### config.mk
export PLATFORM = sky130hd
export DESIGN_NAME = mem_port_arbiter
export DESIGN_NICKNAME = d
export VERILOG_FILES = /design/src/rtl/mem_port_arbiter_pkg.sv /design/src/rtl/mem_port_arbiter.sv
export SDC_FILE = /design/constraint.sdc
export NUM_CORES = 1
export LEC_CHECK = 0
export ABC_AREA = 1
export CORE_AREA = 2 2 107 109
export CTS_CLUSTER_DIAMETER = 30
export DETAILED_ROUTE_END_ITERATION = 7
export DIE_AREA = 0 0 109 111
export PLACE_DENSITY = 0.87
export RECOVER_POWER = 50
export SETUP_SLACK_MARGIN = 0.02
export SLEW_MARGIN = 20
export SYNTH_ARGS = -nofsm -noshare
export SYNTH_HDL_FRONTEND = slang
export SYNTH_SLANG_ARGS = --single-unit
### constraint.sdc
create_clock -name clk -period 5.3 [get_ports clk]
set_input_delay 1.325 -clock clk [delete_from_list [all_inputs] [get_ports clk]]
set_output_delay 1.325 -clock clk [all_outputs]
set_load 0.05 [all_outputs]
### src/rtl/mem_port_arbiter_pkg.sv
// ---------------------------------------------------------------------------
// mem_port_arbiter_pkg
//
// Shared types for the unified memory-port arbiter that sits between the
// instruction-fetch stage, the data-memory stage and the single memory port.
//
//   arb_state_t : transaction phase on the memory port
//                 IDLE - no transaction, requesters are sampled here
//                 REQ  - mem_req asserted, waiting for mem_gnt
//                 RESP - request accepted, waiting for mem_rvalid
//   arb_owner_t : which requester owns the transaction in flight
// ---------------------------------------------------------------------------
package mem_port_arbiter_pkg;

    typedef enum logic [1:0] {
        IDLE = 2'd0,
        REQ  = 2'd1,
        RESP = 2'd2
    } arb_state_t;

    typedef enum logic {
        FETCH = 1'b0,
        DATA  = 1'b1
    } arb_owner_t;

endpackage

### src/rtl/mem_port_arbiter.sv
// ---------------------------------------------------------------------------
// mem_port_arbiter
//
// Shares one req/gnt/rvalid memory port between instruction fetch and the
// data-memory stage. One transaction is in flight at a time; the data stage
// always wins when both ask in the same IDLE cycle. A fetch that is flushed
// while it is on the bus still completes there, but its result is dropped.
//
// Ports
//   clk, rst            : clock, asynchronous active-high reset
//   if_req/if_addr      : fetch request and PC, held until if_valid/flush_if
//   flush_if            : branch taken, kills the current or pending fetch
//   if_rdata/if_valid   : fetched word and its one-cycle valid pulse
//   stall_if            : fetch is waiting
//   dm_req/dm_we/dm_addr/dm_wdata/dm_be : load/store request, held until
//                         dm_valid
//   dm_rdata/dm_valid   : load data / store acknowledge, one-cycle pulse
//   stall_mem           : memory stage is waiting
//   mem_req/mem_we/mem_addr/mem_wdata/mem_be : memory-port request, all
//                         driven from registers
//   mem_gnt             : memory accepted the request
//   mem_rvalid/mem_rdata: response (also the write acknowledge)
// ---------------------------------------------------------------------------
module mem_port_arbiter
    import mem_port_arbiter_pkg::*;
#(
    parameter int ADDR_WIDTH = 32,
    parameter int DATA_WIDTH = 32
) (
    input  logic                    clk,
    input  logic                    rst,

    input  logic                    if_req,
    input  logic [ADDR_WIDTH-1:0]   if_addr,
    input  logic                    flush_if,
    output logic [DATA_WIDTH-1:0]   if_rdata,
    output logic                    if_valid,
    output logic                    stall_if,

    input  logic                    dm_req,
    input  logic                    dm_we,
    input  logic [ADDR_WIDTH-1:0]   dm_addr,
    input  logic [DATA_WIDTH-1:0]   dm_wdata,
    input  logic [DATA_WIDTH/8-1:0] dm_be,
    output logic [DATA_WIDTH-1:0]   dm_rdata,
    output logic                    dm_valid,
    output logic                    stall_mem,

    output logic                    mem_req,
    output logic                    mem_we,
    output logic [ADDR_WIDTH-1:0]   mem_addr,
    output logic [DATA_WIDTH-1:0]   mem_wdata,
    output logic [DATA_WIDTH/8-1:0] mem_be,
    input  logic                    mem_gnt,
    input  logic                    mem_rvalid,
    input  logic [DATA_WIDTH-1:0]   mem_rdata
);

    localparam int BE_WIDTH = DATA_WIDTH / 8;

    // Control state
    arb_state_t              state_reg,     state_next;
    arb_owner_t              owner_reg,     owner_next;
    logic                    kill_reg,      kill_next;

    // Memory-port request and payload registers
    logic                    mem_req_reg,   mem_req_next;
    logic                    mem_we_reg,    mem_we_next;
    logic [ADDR_WIDTH-1:0]   mem_addr_reg,  mem_addr_next;
    logic [DATA_WIDTH-1:0]   mem_wdata_reg, mem_wdata_next;
    logic [BE_WIDTH-1:0]     mem_be_reg,    mem_be_next;

    // -----------------------------------------------------------------------
    // Next-state and output logic
    // -----------------------------------------------------------------------
    always_comb begin
        state_next     = state_reg;
        owner_next     = owner_reg;
        kill_next      = kill_reg;
        mem_we_next    = mem_we_reg;
        mem_addr_next  = mem_addr_reg;
        mem_wdata_next = mem_wdata_reg;
        mem_be_next    = mem_be_reg;

        if_valid = 1'b0;
        if_rdata = '0;
        dm_valid = 1'b0;
        dm_rdata = '0;

        unique case (state_reg)
            IDLE: begin
                // Data is the older instruction and stalls the front end,
                // so giving it fixed priority cannot starve fetch.
                if (dm_req) begin
                    state_next     = REQ;
                    owner_next     = DATA;
                    mem_we_next    = dm_we;
                    mem_addr_next  = dm_addr;
                    mem_wdata_next = dm_wdata;
                    mem_be_next    = dm_be;
                end else if (if_req && !flush_if) begin
                    // A flush in this cycle means if_addr is the stale PC;
                    // the redirected PC is picked up on the next visit.
                    state_next     = REQ;
                    owner_next     = FETCH;
                    mem_we_next    = 1'b0;
                    mem_addr_next  = if_addr;
                    mem_wdata_next = '0;
                    mem_be_next    = '1;
                end
            end

            REQ: begin
                // The request is never withdrawn: a flushed fetch keeps
                // its slot on the bus and only its result is suppressed.
                if (owner_reg == FETCH && flush_if) begin
                    kill_next = 1'b1;
                end
                if (mem_gnt) begin
                    state_next = RESP;
                end
            end

            RESP: begin
                if (owner_reg == DATA) begin
                    if (mem_rvalid) begin
                        dm_valid = 1'b1;
                        dm_rdata = mem_rdata;
                    end
                end else begin
                    // A flush arriving together with the response still
                    // wins, so the stale word never reaches decode.
                    if (mem_rvalid && !kill_reg && !flush_if) begin
                        if_valid = 1'b1;
                        if_rdata = mem_rdata;
                    end
                    if (flush_if) begin
                        kill_next = 1'b1;
                    end
                end
                if (mem_rvalid) begin
                    state_next = IDLE;
                    kill_next  = 1'b0;
                end
            end

            default: begin
                state_next = IDLE;
                kill_next  = 1'b0;
            end
        endcase

        // mem_req is a register that mirrors "next cycle is REQ", so the
        // port sees a clean flop output rather than a state decode.
        mem_req_next = (state_next == REQ);

        stall_mem = dm_req & ~dm_valid;
        stall_if  = if_req & ~if_valid;
    end

    // -----------------------------------------------------------------------
    // State, owner, kill and payload registers
    // -----------------------------------------------------------------------
    always_ff @(posedge clk or posedge rst) begin
        if (rst) begin
            state_reg     <= IDLE;
            owner_reg     <= FETCH;
            kill_reg      <= 1'b0;
            mem_req_reg   <= 1'b0;
            mem_we_reg    <= 1'b0;
            mem_addr_reg  <= '0;
            mem_wdata_reg <= '0;
            mem_be_reg    <= '0;
        end else begin
            state_reg     <= state_next;
            owner_reg     <= owner_next;
            kill_reg      <= kill_next;
            mem_req_reg   <= mem_req_next;
            mem_we_reg    <= mem_we_next;
            mem_addr_reg  <= mem_addr_next;
            mem_wdata_reg <= mem_wdata_next;
            mem_be_reg    <= mem_be_next;
        end
    end

    assign mem_req   = mem_req_reg;
    assign mem_we    = mem_we_reg;
    assign mem_addr  = mem_addr_reg;
    assign mem_wdata = mem_wdata_reg;
    assign mem_be    = mem_be_reg;

endmodule

==> summary.txt, run 1 <==
Yosys
  • Top FF cell, synth: dfrtp_1
  • Post-Synth Simple-Gate Area: 35.5%
  • Mapped cell area: 3860 µm²
  • Cell variety after synth: 16
  • Largest cells by area after synthesis: dfrtp_1 (48%), nand2_1 (27%), nor2_1 (6.8%)
  • Share of Yosys cell area claimed by the top area cell type: 48.0%
  • Post-synthesis sequential area ratio: 48.0%
  • Multiplexer area fraction after synthesis: 0%
  • Post-synthesis adder-cell area fraction: 1.95%
  • Most frequent cell after synthesis: nand2_1
  • YS warnings: 0
  • Ys async rst share: 100%
  • Mapped Cells: 564
  • Post-Synth XOR/XNOR Area: 0%
  • Syn Nets: 710
  • Synth cell count leaders: nand2_1 (280), dfrtp_1 (74), nor2_1 (70)
  • Number of synthesized flops with an enable pin: 0
  • Syn avg cell area: 6.84 µm²
  • Synth Area in Compound Gates: 5.19%
  • Yosys reg bits: 74
  • Synth area leader: dfrtp_1
  • Largest family of logic cells by synthesized area: simple AND/OR/NAND/NOR gates

Detailed routing
  • Via density per instance: 4.50
  • DR top layer: met5
  • Routed met3 length: 1.49 mm
  • Final ANT Viol Nets: 0
  • DR pass1 iterations: 6
  • Metal2 WL: 6.85 mm
  • Metal-1 WL: 4.79 mm
  • DRC Markers: 0
  • WL/cell: 13.9 µm
  • DR iter-0 viols: 206
  • DR vias: 4395
  • Final Routed Wirelength: 13.5 mm

Pwr
  • Worst VDD drop: 0.303 mV
  • Leakage Power: 3.78 nW
  • PD cells: 518 nW/µm²
  • Overall power: 3.76 mW

Clock network
  • Clock sink count: 74
  • # Post-CTS Setup Buffers: 0
  • H-Tree Depth: 3
  • Clock buffer depth: 2
  • Clock Latency Late Sink: 0.33 ns
  • Clock transition at the registers of the reported paths: 0.06 ns
  • Hold-fix buffer count after cts: 0
  • Root Buffer: clkbuf_16
  • Post-cts sizing count: 0
  • CTS tree: built
  • TritonCTS buffer count: 9

Worst setup path
  • Worst R2R End: mem_wdata[16]$_DFFE_PP0P_
  • WP depth: 5
  • Slowest-stage cell, CP: clkdlybuf4s50_1
  • CP startpoint: mem_rvalid
  • Critical path peak fanout: 30
  • Worst path cell trace: dlygate4sd3_1, nand3_1, buf_4, inv_1, clkdlybuf4s50_1
  • CP Buf/Inv Count: 4
  • Crit path to: dm_valid
  • Slowest Stage Delay on Critical Path: 0.79 ns
  • CP startpoint kind: input port
  • Critical path required time: 3.97 ns
  • Reg2Reg Depth: 5
  • Arrival @ worst endpoint: 3.15 ns
  • Worst r2r src: state_reg[1]$_DFF_PP0_
  • Top cell family by delay on the critical path: buffers and inverters
  • Critical Path End Type: output port
  • Flop-to-flop setup slack: 3.11 ns
  • WS Path Type: in -> out

Placed design
  • Post-DP HPWL: 10.6 mm
  • Port buffer count: 277
  • Final GP Congestion: 0.833
  • DP Worst Slack: 0.891 ns

Timing
  • Final Cycle Share: 84.5%
  • Fin crit period: 4.48 ns
  • Slew @ Worst Pin: 1.65 ns
  • Fmax: 223 MHz
  • PnR worst setup slack: 0.821 ns
  • Max Slew Vio Count: 44
  • Clock skew: 0.00735 ns
  • Relative slew slack: -10.3%
  • Setup-failing EPs final: 0
  • Setup TNS: 0 ns
  • Final hold viol count: 0
  • RSZ-0062 raised after global routing: false

Floorplan
  • IO Pins: 278
  • Row cnt: 39
  • Die area: 12100 µm²
  • Die height: 111 µm
  • Core Region: 11100 µm²
  • Chip Width: 109 µm
  • Initial Utilization: 34.8%

Run
  • Max_cap viols: 1

Layout
  • Fillers: 935
  • Layout cells sized above 1: 10.7%
  • Layout Nets: 971
  • P&R area growth vs syn: 88.2%

Global routing
  • Total track usage: 22.6%
  • Largest net degree at the start of global routing: 75
  • First-pass GRT wire length: 20.9 mm
  • Antenna violations before repair: 5
  • Number of global-route vias before repair: 4176
  • Gr ovfl total: 0

Outcome
  • Failing checks: max-capacitance violations, max-slew violations
  • Status: finished with violations

Hold path
  • Worst Hold Class: reg -> reg
[cells in the final DEF, fill, tap and decap left out]
cell type | netlist | layout
buf_2 | 22 | 1
clkinv_4 | 0 | 1
nand4_1 | 1 | 1
clkinvlp_4 | 0 | 1
nor3_1 | 1 | 1
diode_2 | 0 | 3
nor2_1 | 70 | 70
nand2_4 | 0 | 1
nand3_1 | 7 | 7
clkdlybuf4s50_1 | 0 | 141
o21ai_1 | 38 | 38
buf_4 | 5 | 37
buf_12 | 0 | 33
o21ai_0 | 1 | 1
inv_2 | 2 | 2
a21oi_1 | 1 | 1
ha_1 | 6 | 6
clkbuf_8 | 0 | 3
dlygate4sd3_1 | 0 | 70
nand3b_1 | 1 | 1
clkbuf_1 | 5 | 1
clkbuf_16 | 0 | 9
bufinv_16 | 0 | 1
inv_1 | 50 | 50
nand2_1 | 280 | 279
dfrtp_1 | 74 | 74
[worst min-delay path: cells and delay by family (launching register included)]
| kind | cells | cell delay [ns] |
|---|---|---|
| flip-flops | 1 | 0.33 |
| AND/OR/NAND/NOR | 2 | 0.11 |
[per-stage QoR]
| step | hold slack (ns) | utilization [%] | cell area [µm²] | instances |
|---|---|---|---|---|
| global placement | 0.461 | 62.6 | 6930 | 957 |
| global route | 0.494 | 65.5 | 7260 | 976 |
| detailed placement | 0.465 | 62.6 | 6930 | 957 |
| CTS | 0.480 | 65.4 | 7250 | 973 |
| floorplan | 0.476 | - | 3860 | 564 |
| finish | 0.472 | 65.5 | 7260 | 976 |
[worst min path at each step]
stage,startpoint,end,slack (ns),depth (start not counted)
4_1_cts,mem_addr[27]$_DFFE_PP0P_,mem_addr[27]$_DFFE_PP0P_,0.48,2
6_report,mem_addr[31]$_DFFE_PP0P_,mem_addr[31]$_DFFE_PP0P_,0.47,2
3_3_place_gp,mem_addr[27]$_DFFE_PP0P_,mem_addr[27]$_DFFE_PP0P_,0.46,2
5_1_grt,mem_addr[27]$_DFFE_PP0P_,mem_addr[27]$_DFFE_PP0P_,0.49,2
3_5_place_dp,mem_addr[27]$_DFFE_PP0P_,mem_addr[27]$_DFFE_PP0P_,0.46,2
2_1_floorplan,kill_reg$_DFFE_PP0P_,kill_reg$_DFFE_PP0P_,0.48,2
[kinds of logic (layout without fill, tap and decap cells)]
group                      Yosys count  in the layout
buffers and inverters               84            350
AOI/OAI and AO/OA                   40             40
DFF                                 74             74
and+or+nand+nor                    360            360
adders and majority gates            6              6
other                                0              3
[where the power goes]
| part | switching, mW | internal, mW |
|---|---|---|
| Clock | 0.229 | 0.404 |
| Sequential | 0.138 | 0.831 |
| Combinational | 1.52 | 0.636 |
| Total | 1.89 | 1.87 |
[layer usage]
layer | vias up | global-route usage, %
met5 | - | 0
met3 | 28 | 10.2
met2 | 215 | 39.3
met1 | 1942 | 23.3
met4 | 4 | 8.72
li1 | 2206 | -
[final cells by class]
| cell class | instances | area, µm² | area share [%] |
|---|---|---|---|
| clock inverter | 3 | 46.3 | 0.638 |
| antenna | 3 | 7.51 | 0.103 |
| multi-input combinational | 406 | 1650 | 22.7 |
| clock buffer | 13 | 270 | 3.72 |
| timing repair buffer | 282 | 3060 | 42.1 |
| tap | 143 | 179 | 2.47 |
| inverter | 52 | 195 | 2.69 |
| sequential | 74 | 1850 | 25.5 |
Note: power is estimated with default switching activity, not from simulation.
==> run 2: changes to the inputs <==
Settings changed: CORE_AREA 2 2 107 109 to not set, CORE_UTILIZATION set to 35, DIE_AREA 0 0 109 111 to not set, PLACE_DENSITY 0.87 to 0.86.
Clock period 5.3 ns to 4.4 ns, I/O delays scaled along.
==> run 2 against run 1 <==
  * The flow still finishes with violations (max-capacitance violations, max-slew violations)
  * Largest power group unchanged
  * Critical endpoint is now dm_rdata[26]
  * Largest cell class unchanged
  * Non-clock buffer count grew 1
  * Clock power is 14% lower
  * Register-to-register slack lost 1.6 ns
==> summary.txt, run 2 (synthesis results as in run 1) <==
Outcome
  • Status: finished with violations
  • Failing checks: max-capacitance violations, max-slew violations

Timing
  • Setup TNS: 0 ns
  • Fmax: 264 MHz
  • Fin crit period: 3.79 ns
  • Relative slew slack: -42.7%
  • Slew @ Worst Pin: 2.13 ns
  • Final hold viol count: 0
  • Setup-failing EPs final: 0
  • Clock skew: 0.0191 ns
  • RSZ-0062 raised after global routing: false
  • Final Cycle Share: 86.2%
  • Max Slew Vio Count: 51

Clock network
  • Clock sink count: 74
  • CTS tree: built
  • Hold-fix buffer count after cts: 0
  • Clock transition at the registers of the reported paths: 0.07 ns
  • Post-cts sizing count: 0
  • Clock Latency Late Sink: 0.35 ns
  • Root Buffer: clkbuf_8
  • Clock buffer depth: 2
  • H-Tree Depth: 3
  • TritonCTS buffer count: 9
  • # Post-CTS Setup Buffers: 0

Placed design
  • DP Area: 7340 µm²
  • Final GP Congestion: 0.906
  • Port buffer count: 277
  • Post-DP HPWL: 10.9 mm

Global routing
  • Number of global-route vias before repair: 4161
  • Gr ovfl total: 0
  • First-pass GRT wire length: 21.6 mm
  • Total track usage: 24.7%
  • Largest net degree at the start of global routing: 65
  • Antenna violations before repair: 2

Layout
  • Post-layout util: 71.8%
  • Cell area after layout: 7540 µm²
  • Layout cells sized above 1: 11.2%
  • Fillers: 784
  • Commonest cells after routing, fill and taps aside: nand2_1 (280), clkdlybuf4s50_1 (154), dfrtp_1 (74)
  • P&R area growth vs syn: 95.6%
  • Most common cell after layout, fill and taps aside: nand2_1
  • Layout Nets: 972

Pwr
  • Worst VDD drop: 0.392 mV
  • PD cells: 581 nW/µm²
  • Leakage Power: 3.79 nW

Worst setup path
  • Critical path required time: 3.30 ns
  • Critical path peak fanout: 3
  • CP startpoint: mem_rvalid
  • WS Path Type: in -> out
  • Slowest-stage cell, CP: clkdlybuf4s50_1
  • CP startpoint kind: input port
  • Reg2Reg Depth: 6
  • Flop-to-flop setup slack: 1.49 ns
  • Crit path to: dm_rdata[26]
  • Worst r2r src: state_reg[1]$_DFF_PP0_
  • Worst R2R End: mem_addr[9]$_DFFE_PP0P_
  • Slowest Stage Delay on Critical Path: 0.84 ns
  • Critical Path End Type: output port
  • Arrival @ worst endpoint: 2.69 ns
  • Worst path cell trace: dlygate4sd3_1, nand2_1, nor3_1, clkdlybuf4s50_1

Floorplan
  • IO Pins: 278
  • Die area: 11400 µm²
  • Chip Width: 107 µm
  • Initial Utilization: 36.7%
  • Core Region: 10500 µm²
  • Row cnt: 37
  • Die height: 107 µm

Detailed routing
  • Via density per instance: 4.54
  • Final Routed Wirelength: 13.6 mm
  • DRC Markers: 0
  • WL/cell: 14.1 µm
  • DR vias: 4404
  • DR iter-0 viols: 292
  • DR pass1 iterations: 4
  • Final ANT Viol Nets: 0

Hold path
  • Worst Hold Class: reg -> reg
  • Worst Hold Launch: mem_addr[24]$_DFFE_PP0P_

Run
  • Max_cap viols: 1
[run 2: cell count changes in the layout (fill, tap and decap cells not counted), moves of 6 or more]
cell | previous run | this run
o21ai_1 | 38 | 30
buf_4 | 37 | 6
buf_12 | 33 | 66
clkbuf_16 | 9 | 0
clkdlybuf4s50_1 | 141 | 154
dlygate4sd3_1 | 70 | 55
o21ai_0 | 1 | 9
clkbuf_8 | 3 | 9
[run 2: metrics by stage]
step | total power, mW | cells | hold WS [ns] | setup WS (ns)
2_1_floorplan | 2.92 | 564 | 0.476 | 1.04
3_3_place_gp | 3.91 | 951 | 0.461 | 0.682
3_5_place_dp | 3.96 | 951 | 0.468 | 0.672
4_1_cts | 4.52 | 967 | 0.488 | 0.668
5_1_grt | 4.62 | 969 | 0.509 | 0.482
6_report | 4.38 | 969 | 0.480 | 0.606
[run 2: worst max-delay path, delay by kind of cell]
kind	cells	cell delay, ns
buffers and inverters	2	1.41
AND/OR/NAND/NOR	2	0.19
[run 2: how the worst min path moves through the flow]
stage | endpoint | slack, ns | depth (start not counted)
2_1_floorplan | kill_reg$_DFFE_PP0P_ | 0.48 | 2
3_3_place_gp | mem_addr[20]$_DFFE_PP0P_ | 0.46 | 2
4_1_cts | mem_addr[24]$_DFFE_PP0P_ | 0.49 | 2
3_5_place_dp | mem_addr[5]$_DFFE_PP0P_ | 0.47 | 2
5_1_grt | mem_addr[17]$_DFFE_PP0P_ | 0.51 | 2
6_report | mem_addr[24]$_DFFE_PP0P_ | 0.48 | 2
[run 2: routing by layer]
| layer | GRT usage (%) | up-vias | part of all wire, % | wire (µm) |
|---|---|---|---|---|
| met4 | 11.9 | 0 | 3.9 | 526 |
| met2 | 42.9 | 204 | 51 | 6910 |
| met1 | 26.8 | 1969 | 36 | 4930 |
| met5 | 0 | - | 0 | 0 |
| met3 | 8.33 | 30 | 9.2 | 1250 |
| li1 | - | 2201 | - | - |
[run 2: cell type report]
class,instances,area (µm²),area share [%]
Clock buffer,9,124,1.64
Clock inverter,7,82.6,1.10
Tap cell,136,170,2.26
Antenna cell,2,5.00,0.0664
Timing Repair Buffer,283,3470,46.0
Multi-Input combinational cell,406,1640,21.8
Inverter,52,196,2.60
Sequential cell,74,1850,24.6
[run 2: power breakdown]
part / internal (mW) / switching [mW]
Clock: 0.272 / 0.275
Combinational: 0.827 / 1.84
Sequential: 0.999 / 0.168
Total: 2.10 / 2.28
